<file path="src/rtl/dmem_dual_port_scheduler_if.sv">
// Request, response and dual memory port bundle shared between the cores and the scheduler.
// Signal suffixes (_i/_o) are taken from the scheduler's point of view.
`ifndef NCORES
`define NCORES 4
`endif
`ifndef DMEM_ADDRW
`define DMEM_ADDRW 16
`endif

interface dmem_dual_port_scheduler_if #(
  parameter int NCORES     = `NCORES,
  parameter int ADDR_WIDTH = `DMEM_ADDRW
);
  logic [NCORES-1:0]            req_valid_i;
  logic [NCORES-1:0]            req_ready_o;
  logic [NCORES-1:0]            req_we_i;
  logic [NCORES*ADDR_WIDTH-1:0] req_addr_i;
  logic [NCORES*32-1:0]         req_wdata_i;
  logic [NCORES*4-1:0]          req_wstrb_i;
  logic [NCORES-1:0]            rsp_valid_o;
  logic [NCORES*32-1:0]         rsp_rdata_o;

  logic                  mem_a_en_o;
  logic                  mem_a_we_o;
  logic [ADDR_WIDTH-1:0] mem_a_addr_o;
  logic [31:0]           mem_a_wdata_o;
  logic [3:0]            mem_a_wstrb_o;
  logic [31:0]           mem_a_rdata_i;
  logic                  mem_b_en_o;
  logic                  mem_b_we_o;
  logic [ADDR_WIDTH-1:0] mem_b_addr_o;
  logic [31:0]           mem_b_wdata_o;
  logic [3:0]            mem_b_wstrb_o;
  logic [31:0]           mem_b_rdata_i;

  modport slave (
    input  req_valid_i, req_we_i, req_addr_i, req_wdata_i, req_wstrb_i,
    input  mem_a_rdata_i, mem_b_rdata_i,
    output req_ready_o, rsp_valid_o, rsp_rdata_o,
    output mem_a_en_o, mem_a_we_o, mem_a_addr_o, mem_a_wdata_o, mem_a_wstrb_o,
    output mem_b_en_o, mem_b_we_o, mem_b_addr_o, mem_b_wdata_o, mem_b_wstrb_o
  );

  modport master (
    output req_valid_i, req_we_i, req_addr_i, req_wdata_i, req_wstrb_i,
    output mem_a_rdata_i, mem_b_rdata_i,
    input  req_ready_o, rsp_valid_o, rsp_rdata_o,
    input  mem_a_en_o, mem_a_we_o, mem_a_addr_o, mem_a_wdata_o, mem_a_wstrb_o,
    input  mem_b_en_o, mem_b_we_o, mem_b_addr_o, mem_b_wdata_o, mem_b_wstrb_o
  );
endinterface

</file>
<file path="src/rtl/dmem_dual_port_scheduler.sv">
// Round-robin front end sharing a dual-port data memory between NCORES cores,
// issuing up to two non-conflicting requests per cycle and routing responses back.
`ifndef NCORES
`define NCORES 4
`endif
`ifndef DMEM_ADDRW
`define DMEM_ADDRW 16
`endif

module dmem_dual_port_scheduler #(
  parameter int NCORES     = `NCORES,
  parameter int ADDR_WIDTH = `DMEM_ADDRW,
  parameter int CW         = $clog2(NCORES)
) (
  input  logic                   clk_i,
  input  logic                   rst_i,
  dmem_dual_port_scheduler_if.slave bus,
  output logic [CW-1:0]          rr_ptr_o,
  output logic [31:0]            conflict_cnt_o
);

  logic [CW-1:0]         r_rr_ptr;
  logic [31:0]           r_conflict_cnt;
  logic                  r_a_issued;
  logic                  r_b_issued;
  logic [CW-1:0]         r_a_idx;
  logic [CW-1:0]         r_b_idx;

  logic                  w_a_found;
  logic                  w_b_found;
  logic [CW-1:0]         w_a_idx;
  logic [CW-1:0]         w_b_idx;
  logic [ADDR_WIDTH-1:0] w_a_addr;
  logic [ADDR_WIDTH-1:0] w_b_addr;
  logic                  w_b_issue;
  logic                  w_conflict;
  logic [CW-1:0]         w_ptr_next;

  // Scan from the pointer with an explicit wrap so non-power-of-two core counts work.
  always_comb begin : p_scan
    int            v_idx;
    logic [CW-1:0] v_sel;
    w_a_found = 1'b0;
    w_b_found = 1'b0;
    w_a_idx   = '0;
    w_b_idx   = '0;
    v_idx     = 0;
    v_sel     = '0;
    for (int k = 0; k < NCORES; k++) begin
      v_idx = int'(r_rr_ptr) + k;
      if (v_idx >= NCORES) v_idx = v_idx - NCORES;
      v_sel = CW'(v_idx);
      if (bus.req_valid_i[v_sel]) begin
        if (!w_a_found) begin
          w_a_found = 1'b1;
          w_a_idx   = v_sel;
        end else if (!w_b_found) begin
          w_b_found = 1'b1;
          w_b_idx   = v_sel;
        end
      end
    end
  end

  always_comb begin : p_issue
    int v_last;
    w_a_addr   = bus.req_addr_i[int'(w_a_idx)*ADDR_WIDTH +: ADDR_WIDTH];
    w_b_addr   = bus.req_addr_i[int'(w_b_idx)*ADDR_WIDTH +: ADDR_WIDTH];
    w_b_issue  = w_a_found && w_b_found &&
                 (w_a_addr[ADDR_WIDTH-1:2] != w_b_addr[ADDR_WIDTH-1:2]);
    w_conflict = w_a_found && w_b_found && !w_b_issue;
    v_last     = w_b_issue ? int'(w_b_idx) : int'(w_a_idx);
    w_ptr_next = (v_last + 1 == NCORES) ? '0 : CW'(v_last + 1);
  end

  // Idle ports are driven fully to zero so a disabled port can never write.
  always_comb begin
    bus.req_ready_o   = '0;
    bus.mem_a_en_o    = 1'b0;
    bus.mem_a_we_o    = 1'b0;
    bus.mem_a_addr_o  = '0;
    bus.mem_a_wdata_o = '0;
    bus.mem_a_wstrb_o = '0;
    bus.mem_b_en_o    = 1'b0;
    bus.mem_b_we_o    = 1'b0;
    bus.mem_b_addr_o  = '0;
    bus.mem_b_wdata_o = '0;
    bus.mem_b_wstrb_o = '0;
    if (w_a_found) begin
      bus.req_ready_o[w_a_idx] = 1'b1;
      bus.mem_a_en_o    = 1'b1;
      bus.mem_a_we_o    = bus.req_we_i[w_a_idx];
      bus.mem_a_addr_o  = w_a_addr;
      bus.mem_a_wdata_o = bus.req_wdata_i[int'(w_a_idx)*32 +: 32];
      bus.mem_a_wstrb_o = bus.req_wstrb_i[int'(w_a_idx)*4 +: 4];
    end
    if (w_b_issue) begin
      bus.req_ready_o[w_b_idx] = 1'b1;
      bus.mem_b_en_o    = 1'b1;
      bus.mem_b_we_o    = bus.req_we_i[w_b_idx];
      bus.mem_b_addr_o  = w_b_addr;
      bus.mem_b_wdata_o = bus.req_wdata_i[int'(w_b_idx)*32 +: 32];
      bus.mem_b_wstrb_o = bus.req_wstrb_i[int'(w_b_idx)*4 +: 4];
    end
  end

  // Responses are decoded from registered flags, so reset clears them at once.
  always_comb begin
    bus.rsp_valid_o = '0;
    bus.rsp_rdata_o = '0;
    if (r_a_issued) begin
      bus.rsp_valid_o[r_a_idx] = 1'b1;
      bus.rsp_rdata_o[int'(r_a_idx)*32 +: 32] = bus.mem_a_rdata_i;
    end
    if (r_b_issued) begin
      bus.rsp_valid_o[r_b_idx] = 1'b1;
      bus.rsp_rdata_o[int'(r_b_idx)*32 +: 32] = bus.mem_b_rdata_i;
    end
  end

  always_ff @(posedge clk_i or posedge rst_i) begin
    if (rst_i) begin
      r_rr_ptr       <= '0;
      r_conflict_cnt <= '0;
      r_a_issued     <= 1'b0;
      r_b_issued     <= 1'b0;
      r_a_idx        <= '0;
      r_b_idx        <= '0;
    end else begin
      r_a_issued <= w_a_found;
      r_b_issued <= w_b_issue;
      r_a_idx    <= w_a_idx;
      r_b_idx    <= w_b_idx;
      if (w_a_found) r_rr_ptr <= w_ptr_next;
      if (w_conflict && (r_conflict_cnt != 32'hFFFF_FFFF))
        r_conflict_cnt <= r_conflict_cnt + 32'd1;
    end
  end

  assign rr_ptr_o       = r_rr_ptr;
  assign conflict_cnt_o = r_conflict_cnt;

endmodule

</file>
<file path="src/flat_wrapper.sv">
// flat-port wrapper written by rule: the top's interface ports become plain ports
module dmem_dual_port_scheduler_flat 
#(
  parameter int NCORES     = `NCORES,
  parameter int ADDR_WIDTH = `DMEM_ADDRW,
  parameter int CW         = $clog2(NCORES)
)
  (clk_i, rst_i, rr_ptr_o, conflict_cnt_o, bus_req_valid_i, bus_req_we_i, bus_req_addr_i, bus_req_wdata_i, bus_req_wstrb_i, bus_mem_a_rdata_i, bus_mem_b_rdata_i, bus_req_ready_o, bus_rsp_valid_o, bus_rsp_rdata_o, bus_mem_a_en_o, bus_mem_a_we_o, bus_mem_a_addr_o, bus_mem_a_wdata_o, bus_mem_a_wstrb_o, bus_mem_b_en_o, bus_mem_b_we_o, bus_mem_b_addr_o, bus_mem_b_wdata_o, bus_mem_b_wstrb_o);
  dmem_dual_port_scheduler_if #(.NCORES(NCORES), .ADDR_WIDTH(ADDR_WIDTH)) bus_i ();
  input  logic clk_i;
  input  logic rst_i;
  output logic [CW-1:0] rr_ptr_o;
  output logic [31:0] conflict_cnt_o;
  input wire logic [$bits(bus_i.req_valid_i)-1:0] bus_req_valid_i;
  input wire logic [$bits(bus_i.req_we_i)-1:0] bus_req_we_i;
  input wire logic [$bits(bus_i.req_addr_i)-1:0] bus_req_addr_i;
  input wire logic [$bits(bus_i.req_wdata_i)-1:0] bus_req_wdata_i;
  input wire logic [$bits(bus_i.req_wstrb_i)-1:0] bus_req_wstrb_i;
  input wire logic [$bits(bus_i.mem_a_rdata_i)-1:0] bus_mem_a_rdata_i;
  input wire logic [$bits(bus_i.mem_b_rdata_i)-1:0] bus_mem_b_rdata_i;
  output wire logic [$bits(bus_i.req_ready_o)-1:0] bus_req_ready_o;
  output wire logic [$bits(bus_i.rsp_valid_o)-1:0] bus_rsp_valid_o;
  output wire logic [$bits(bus_i.rsp_rdata_o)-1:0] bus_rsp_rdata_o;
  output wire logic [$bits(bus_i.mem_a_en_o)-1:0] bus_mem_a_en_o;
  output wire logic [$bits(bus_i.mem_a_we_o)-1:0] bus_mem_a_we_o;
  output wire logic [$bits(bus_i.mem_a_addr_o)-1:0] bus_mem_a_addr_o;
  output wire logic [$bits(bus_i.mem_a_wdata_o)-1:0] bus_mem_a_wdata_o;
  output wire logic [$bits(bus_i.mem_a_wstrb_o)-1:0] bus_mem_a_wstrb_o;
  output wire logic [$bits(bus_i.mem_b_en_o)-1:0] bus_mem_b_en_o;
  output wire logic [$bits(bus_i.mem_b_we_o)-1:0] bus_mem_b_we_o;
  output wire logic [$bits(bus_i.mem_b_addr_o)-1:0] bus_mem_b_addr_o;
  output wire logic [$bits(bus_i.mem_b_wdata_o)-1:0] bus_mem_b_wdata_o;
  output wire logic [$bits(bus_i.mem_b_wstrb_o)-1:0] bus_mem_b_wstrb_o;
  assign bus_i.req_valid_i = bus_req_valid_i;
  assign bus_i.req_we_i = bus_req_we_i;
  assign bus_i.req_addr_i = bus_req_addr_i;
  assign bus_i.req_wdata_i = bus_req_wdata_i;
  assign bus_i.req_wstrb_i = bus_req_wstrb_i;
  assign bus_i.mem_a_rdata_i = bus_mem_a_rdata_i;
  assign bus_i.mem_b_rdata_i = bus_mem_b_rdata_i;
  assign bus_req_ready_o = bus_i.req_ready_o;
  assign bus_rsp_valid_o = bus_i.rsp_valid_o;
  assign bus_rsp_rdata_o = bus_i.rsp_rdata_o;
  assign bus_mem_a_en_o = bus_i.mem_a_en_o;
  assign bus_mem_a_we_o = bus_i.mem_a_we_o;
  assign bus_mem_a_addr_o = bus_i.mem_a_addr_o;
  assign bus_mem_a_wdata_o = bus_i.mem_a_wdata_o;
  assign bus_mem_a_wstrb_o = bus_i.mem_a_wstrb_o;
  assign bus_mem_b_en_o = bus_i.mem_b_en_o;
  assign bus_mem_b_we_o = bus_i.mem_b_we_o;
  assign bus_mem_b_addr_o = bus_i.mem_b_addr_o;
  assign bus_mem_b_wdata_o = bus_i.mem_b_wdata_o;
  assign bus_mem_b_wstrb_o = bus_i.mem_b_wstrb_o;
  dmem_dual_port_scheduler #(.NCORES(NCORES), .ADDR_WIDTH(ADDR_WIDTH), .CW(CW)) u_core (.clk_i(clk_i), .rst_i(rst_i), .bus(bus_i), .rr_ptr_o(rr_ptr_o), .conflict_cnt_o(conflict_cnt_o));
endmodule
</file>
<file path="config.mk">
export PLATFORM = sky130hd
export DESIGN_NAME = dmem_dual_port_scheduler_flat
export DESIGN_NICKNAME = d
export VERILOG_FILES = /design/src/rtl/dmem_dual_port_scheduler_if.sv /design/src/rtl/dmem_dual_port_scheduler.sv /design/src/flat_wrapper.sv
export SDC_FILE = /design/constraint.sdc
export NUM_CORES = 1
export LEC_CHECK = 0
export ABC_AREA = 1
export CORE_AREA = 2 2 218 220
export DETAILED_ROUTE_END_ITERATION = 8
export DIE_AREA = 0 0 220 222
export GPL_TIMING_DRIVEN = 0
export PLACE_DENSITY = 0.45
export SLEW_MARGIN = 10
export SYNTH_ARGS = -nofsm -noshare
export SYNTH_HDL_FRONTEND = slang
export SYNTH_SLANG_ARGS = --single-unit
</file>
<file path="constraint.sdc">
create_clock -name clk_i -period 15.8 [get_ports clk_i]
set_input_delay 4.74 -clock clk_i [delete_from_list [all_inputs] [get_ports clk_i]]
set_output_delay 4.74 -clock clk_i [all_outputs]
set_load 0.005 [all_outputs]
</file>
==> impl_metrics.env <==
export IMPL_placement_cell_area_sq_um=14200
export IMPL_worst_slew_pin_slew_ns=0.958
export IMPL_crit_required_ns=11.06
export IMPL_timing_critical_path_slowest_cell_delay_ns=0.63
export IMPL_timing_max_slew_rel_slack_pct=36.1
export IMPL_clock_tree_from_tritoncts="built"
export IMPL_gp_congestion=1.02
export IMPL_async_flop_share_pct=100
export IMPL_critical_path_peak_fanout=10
export IMPL_grt_overflow_total=0
export IMPL_numCtsBuffers=5
export IMPL_vdd_ir_drop_max_mv=0.181
export IMPL_power_density_nw_per_um2=337
export IMPL_yosysWarningCount=0
export IMPL_synth_seq_area_share_pct=12.8
export IMPL_post_layout_nonfiller_instances=2634
export IMPL_nets=2312
export IMPL_vias_in_the_first_global_route=13200
export IMPL_antenna_left=0
export IMPL_number_of_antenna_violations_at_the_first_check_in_global_routing=18
export IMPL_share_of_layout_cells_above_drive_strength_1_pct=4.12
export IMPL_unrepaired_setup_endpoints_after_global_routing="no"
export IMPL_core_area_sq_um=46300
export IMPL_clock_sink_total=40
export IMPL_worst_endpoint_arrival_ns=9.45
export IMPL_num_fill_cells=5234
export IMPL_fmaxAchievable_mhz=70.5
export IMPL_drt_initial_drc_count=964
export IMPL_setup_worst_path_end_class="primary output"
export IMPL_synth_top_cell_area_share_pct=22.1
export IMPL_syn_avg_cell_area_sq_um=5.42
export IMPL_ys_top_cells_by_area="sky130_fd_sc_hd__nand2_1 (22%), sky130_fd_sc_hd__o22ai_1 (19%), sky130_fd_sc_hd__dfrtp_1 (13%)"
export IMPL_status="completed"
export IMPL_setup_worst_path_start_class="input pin"
export IMPL_timing_critical_path_max_delay_family="simple AND/OR/NAND/NOR gates"
export IMPL_synth_ff_latch_count=40
export IMPL_post_cts_resize_count=0
export IMPL_initial_core_util_pct=17.0
export IMPL_crit_top_cell="sky130_fd_sc_hd__nand2_1"
export IMPL_final_total_power_w=0.00486
export IMPL_finalWorstPathRequiredPeriod_ns=14.19
export IMPL_post_synth_top_area_cell="sky130_fd_sc_hd__nand2_1"
export IMPL_clock_tree_buffer_depth=2
export IMPL_fp_row_count=79
export IMPL_wl_per_cell_um=24.2
export IMPL_ctsRootBufferMaster="sky130_fd_sc_hd__clkbuf_16"
export IMPL_htreeDepth=2
export IMPL_critical_path_slowest_cell="sky130_fd_sc_hd__clkdlybuf4s50_1"
export IMPL_dieArea_sq_um=48800
export IMPL_clk_pin_slew_worst_paths_ns=0.07
export IMPL_worstSetupPathType="in2out"
export IMPL_grt_start_max_net_pins=31
export IMPL_max_cap_violations=0
export IMPL_leakage_nw=6.17
export IMPL_synth_nets=1745
export IMPL_ys_types=36
export IMPL_vias_per_cell=4.97
export IMPL_cts_hold_repair_buffers=0
export IMPL_final_hold_violation_count=0
export IMPL_critical_path_buf_inv_count=6
export IMPL_dp_cells=2614
export IMPL_period_share_pct=89.8
export IMPL_io_buffers=559
export IMPL_timing_max_transition_violations_final=0
export IMPL_die_height_um=222
export IMPL_grt_first_pass_wirelength_mm=89.8
export IMPL_syn_area_sq_um=7850
export IMPL_vias=13100
export IMPL_final_setup_tns_ns=0
export IMPL_setup_viol=0
export IMPL_floorplan_die_width_um=220
export IMPL_postRouteWirelength_mm=63.8
export IMPL_layout_area_overhead_vs_synth_pct=83.8
export IMPL_synthCells=1447
export IMPL_drc_violation_count_after_routing=0
export IMPL_min_delay_path_class="reg2reg"
export IMPL_grt_usage_pct=24.7
export IMPL_boundaryPins=560
export IMPL_insertion_delay_ns=0.29
export IMPL_number_of_enable_type_register_cells_in_the_synthesized_netlist=0
export IMPL_final_ws_setup_ns=1.61
export IMPL_timing_clock_skew_ns=0.00850
export IMPL_synthFlopType="sky130_fd_sc_hd__dfrtp_1"
export IMPL_count_leader_synth="sky130_fd_sc_hd__nand2_1"
export IMPL_postLayoutCellArea_sq_um=14400
export IMPL_post_place_ws_ns=1.56
export IMPL_drt_pass1_iter_count=8
export IMPL_cts_post_setup_buffers_inserted=0
export IMPL_dpl_hpwl_mm=52.3
export IMPL_most_frequent_cells_after_synthesis="sky130_fd_sc_hd__nand2_1 (462), sky130_fd_sc_hd__o22ai_1 (243), sky130_fd_sc_hd__inv_1 (135)"
## power breakdown
part	internal [W]	leakage (nW)	switching, W	total (W)
combinational	0.00191	5.57	0.00270	0.00462
clock	0.0000751	0.0805	0.0000452	0.000120
sequential	0.000115	0.518	0.0000139	0.000129
total	0.00210	6.17	0.00276	0.00486
## cell type report
class | instances | area [sq um] | area share, %
inverter | 151 | 567 | 3.93
multi-input combinational | 1153 | 5810 | 40.3
buffer | 103 | 470 | 3.26
clock buffer | 5 | 125 | 0.867
tap | 607 | 759 | 5.27
sequential | 40 | 1000 | 6.94
timing repair buffer | 560 | 5620 | 38.9
antenna | 12 | 30.0 | 0.208
clock inverter | 3 | 46.3 | 0.321
## placed cells by master (no fill, tap or decap), types with 2 or more instances in the layout
cell and instances:
sky130_fd_sc_hd__o21ai_1 3, sky130_fd_sc_hd__clkbuf_1 72, sky130_fd_sc_hd__nor3_1 67, sky130_fd_sc_hd__nor2_4 4
sky130_fd_sc_hd__inv_2 16, sky130_fd_sc_hd__nand4_1 16, sky130_fd_sc_hd__dfrtp_1 40, sky130_fd_sc_hd__buf_4 5
sky130_fd_sc_hd__buf_1 2, sky130_fd_sc_hd__nand3_4 2, sky130_fd_sc_hd__clkdlybuf4s50_1 559, sky130_fd_sc_hd__clkbuf_16 5
sky130_fd_sc_hd__inv_1 134, sky130_fd_sc_hd__diode_2 12, sky130_fd_sc_hd__buf_2 19, sky130_fd_sc_hd__nor2_1 126
sky130_fd_sc_hd__nand3b_1 2, sky130_fd_sc_hd__nor4_1 7, sky130_fd_sc_hd__o221ai_1 15, sky130_fd_sc_hd__nand3_1 98
sky130_fd_sc_hd__buf_6 4, sky130_fd_sc_hd__xnor2_1 13, sky130_fd_sc_hd__nor2_2 2, sky130_fd_sc_hd__o21ai_0 30
sky130_fd_sc_hd__ha_1 16, sky130_fd_sc_hd__nand2_4 7, sky130_fd_sc_hd__a22o_1 2, sky130_fd_sc_hd__nand3_2 2
sky130_fd_sc_hd__nand2_1 462, sky130_fd_sc_hd__o22ai_1 243, sky130_fd_sc_hd__a21oi_1 6, sky130_fd_sc_hd__xor2_1 16
sky130_fd_sc_hd__nand2_2 10
## metal layers
layer	track usage [%]	wire length (um)
met1	25.8	22700
met2	45.2	32200
met3	5.60	5440
met4	13.2	3430
met5	0	13
## per-stage QoR
stage / hold WS, ns / utilization [%]
2_1_floorplan: 0.488 / -
3_3_place_gp: 0.516 / 30.7
3_5_place_dp: 0.518 / 30.7
4_1_cts: 0.530 / 31.1
5_1_grt: 0.550 / 31.2
6_report: 0.527 / 31.2
## worst paths after layout
| path | startpoint | end | slack [ns] | depth (start not counted) |
|---|---|---|---|---|
| hold reg to reg | u_core.conflict_cnt_o[2]$_DFFE_PP0P_ | u_core.conflict_cnt_o[2]$_DFFE_PP0P_ | 0.53 | 1 |
| setup / recovery | bus_req_valid_i[1] | bus_mem_b_wdata_o[30] | 1.61 | 27 |
| setup reg to reg | u_core.rr_ptr_o[0]$_DFFE_PP0P_ | u_core.r_b_issued$_DFF_PP0_ | 11.36 | 25 |
| max in group asynchronous | rst_i | u_core.r_b_idx[0]$_DFF_PP0_ | 10.63 | 3 |
| min in group asynchronous | rst_i | u_core.conflict_cnt_o[5]$_DFFE_PP0P_ | 4.70 | 2 |
| hold / removal | u_core.conflict_cnt_o[2]$_DFFE_PP0P_ | u_core.conflict_cnt_o[2]$_DFFE_PP0P_ | 0.53 | 1 |
## state kept, by name, indices dropped and copies added, names as in the netlist
signal,count
u_core.conflict_cnt_o,32
u_core.r_b_idx,2
u_core.r_b_issued,1
u_core.r_a_issued,1
u_core.r_a_idx,2
u_core.rr_ptr_o,2
## logic make-up (layout without fill, tap and decap cells)
kind of cell | Yosys count | count (layout) | synth area share, %
other | 0 | 12 | 0
and+or+nand+nor | 807 | 807 | 44.3
xor gates and xnor gates | 29 | 29 | 3.24
AOI/OAI and AO/OA | 301 | 301 | 24.0
DFF | 40 | 40 | 12.8
buffers and inverters | 254 | 822 | 13.2
adders and majority gates | 16 | 16 | 2.55
## worst reg2reg max path, stage by stage, from the launching register on
cell,delay [ns]
sky130_fd_sc_hd__dfrtp_1,0.45
sky130_fd_sc_hd__buf_4,0.21
sky130_fd_sc_hd__nand2_1,0.07
sky130_fd_sc_hd__nand2_1,0.07
sky130_fd_sc_hd__nand2_1,0.12
sky130_fd_sc_hd__nand2_4,0.12
sky130_fd_sc_hd__ha_1,0.30
sky130_fd_sc_hd__inv_1,0.03
sky130_fd_sc_hd__nand2_1,0.05
sky130_fd_sc_hd__nand2_1,0.05
sky130_fd_sc_hd__nand2_1,0.06
sky130_fd_sc_hd__nand2_1,0.09
sky130_fd_sc_hd__a21oi_2,0.57
sky130_fd_sc_hd__nor2_1,0.22
sky130_fd_sc_hd__nand2_1,0.11
sky130_fd_sc_hd__nand2_1,0.05
sky130_fd_sc_hd__nor2_1,0.15
sky130_fd_sc_hd__nand2_1,0.07
sky130_fd_sc_hd__nand2_1,0.06
sky130_fd_sc_hd__nand2_1,0.10
sky130_fd_sc_hd__nor2_2,0.16
sky130_fd_sc_hd__nand2_4,0.12
sky130_fd_sc_hd__nand2_2,0.18
sky130_fd_sc_hd__buf_2,0.36
sky130_fd_sc_hd__buf_2,0.34
sky130_fd_sc_hd__inv_1,0.17
Power figures use the tool's default switching activity.
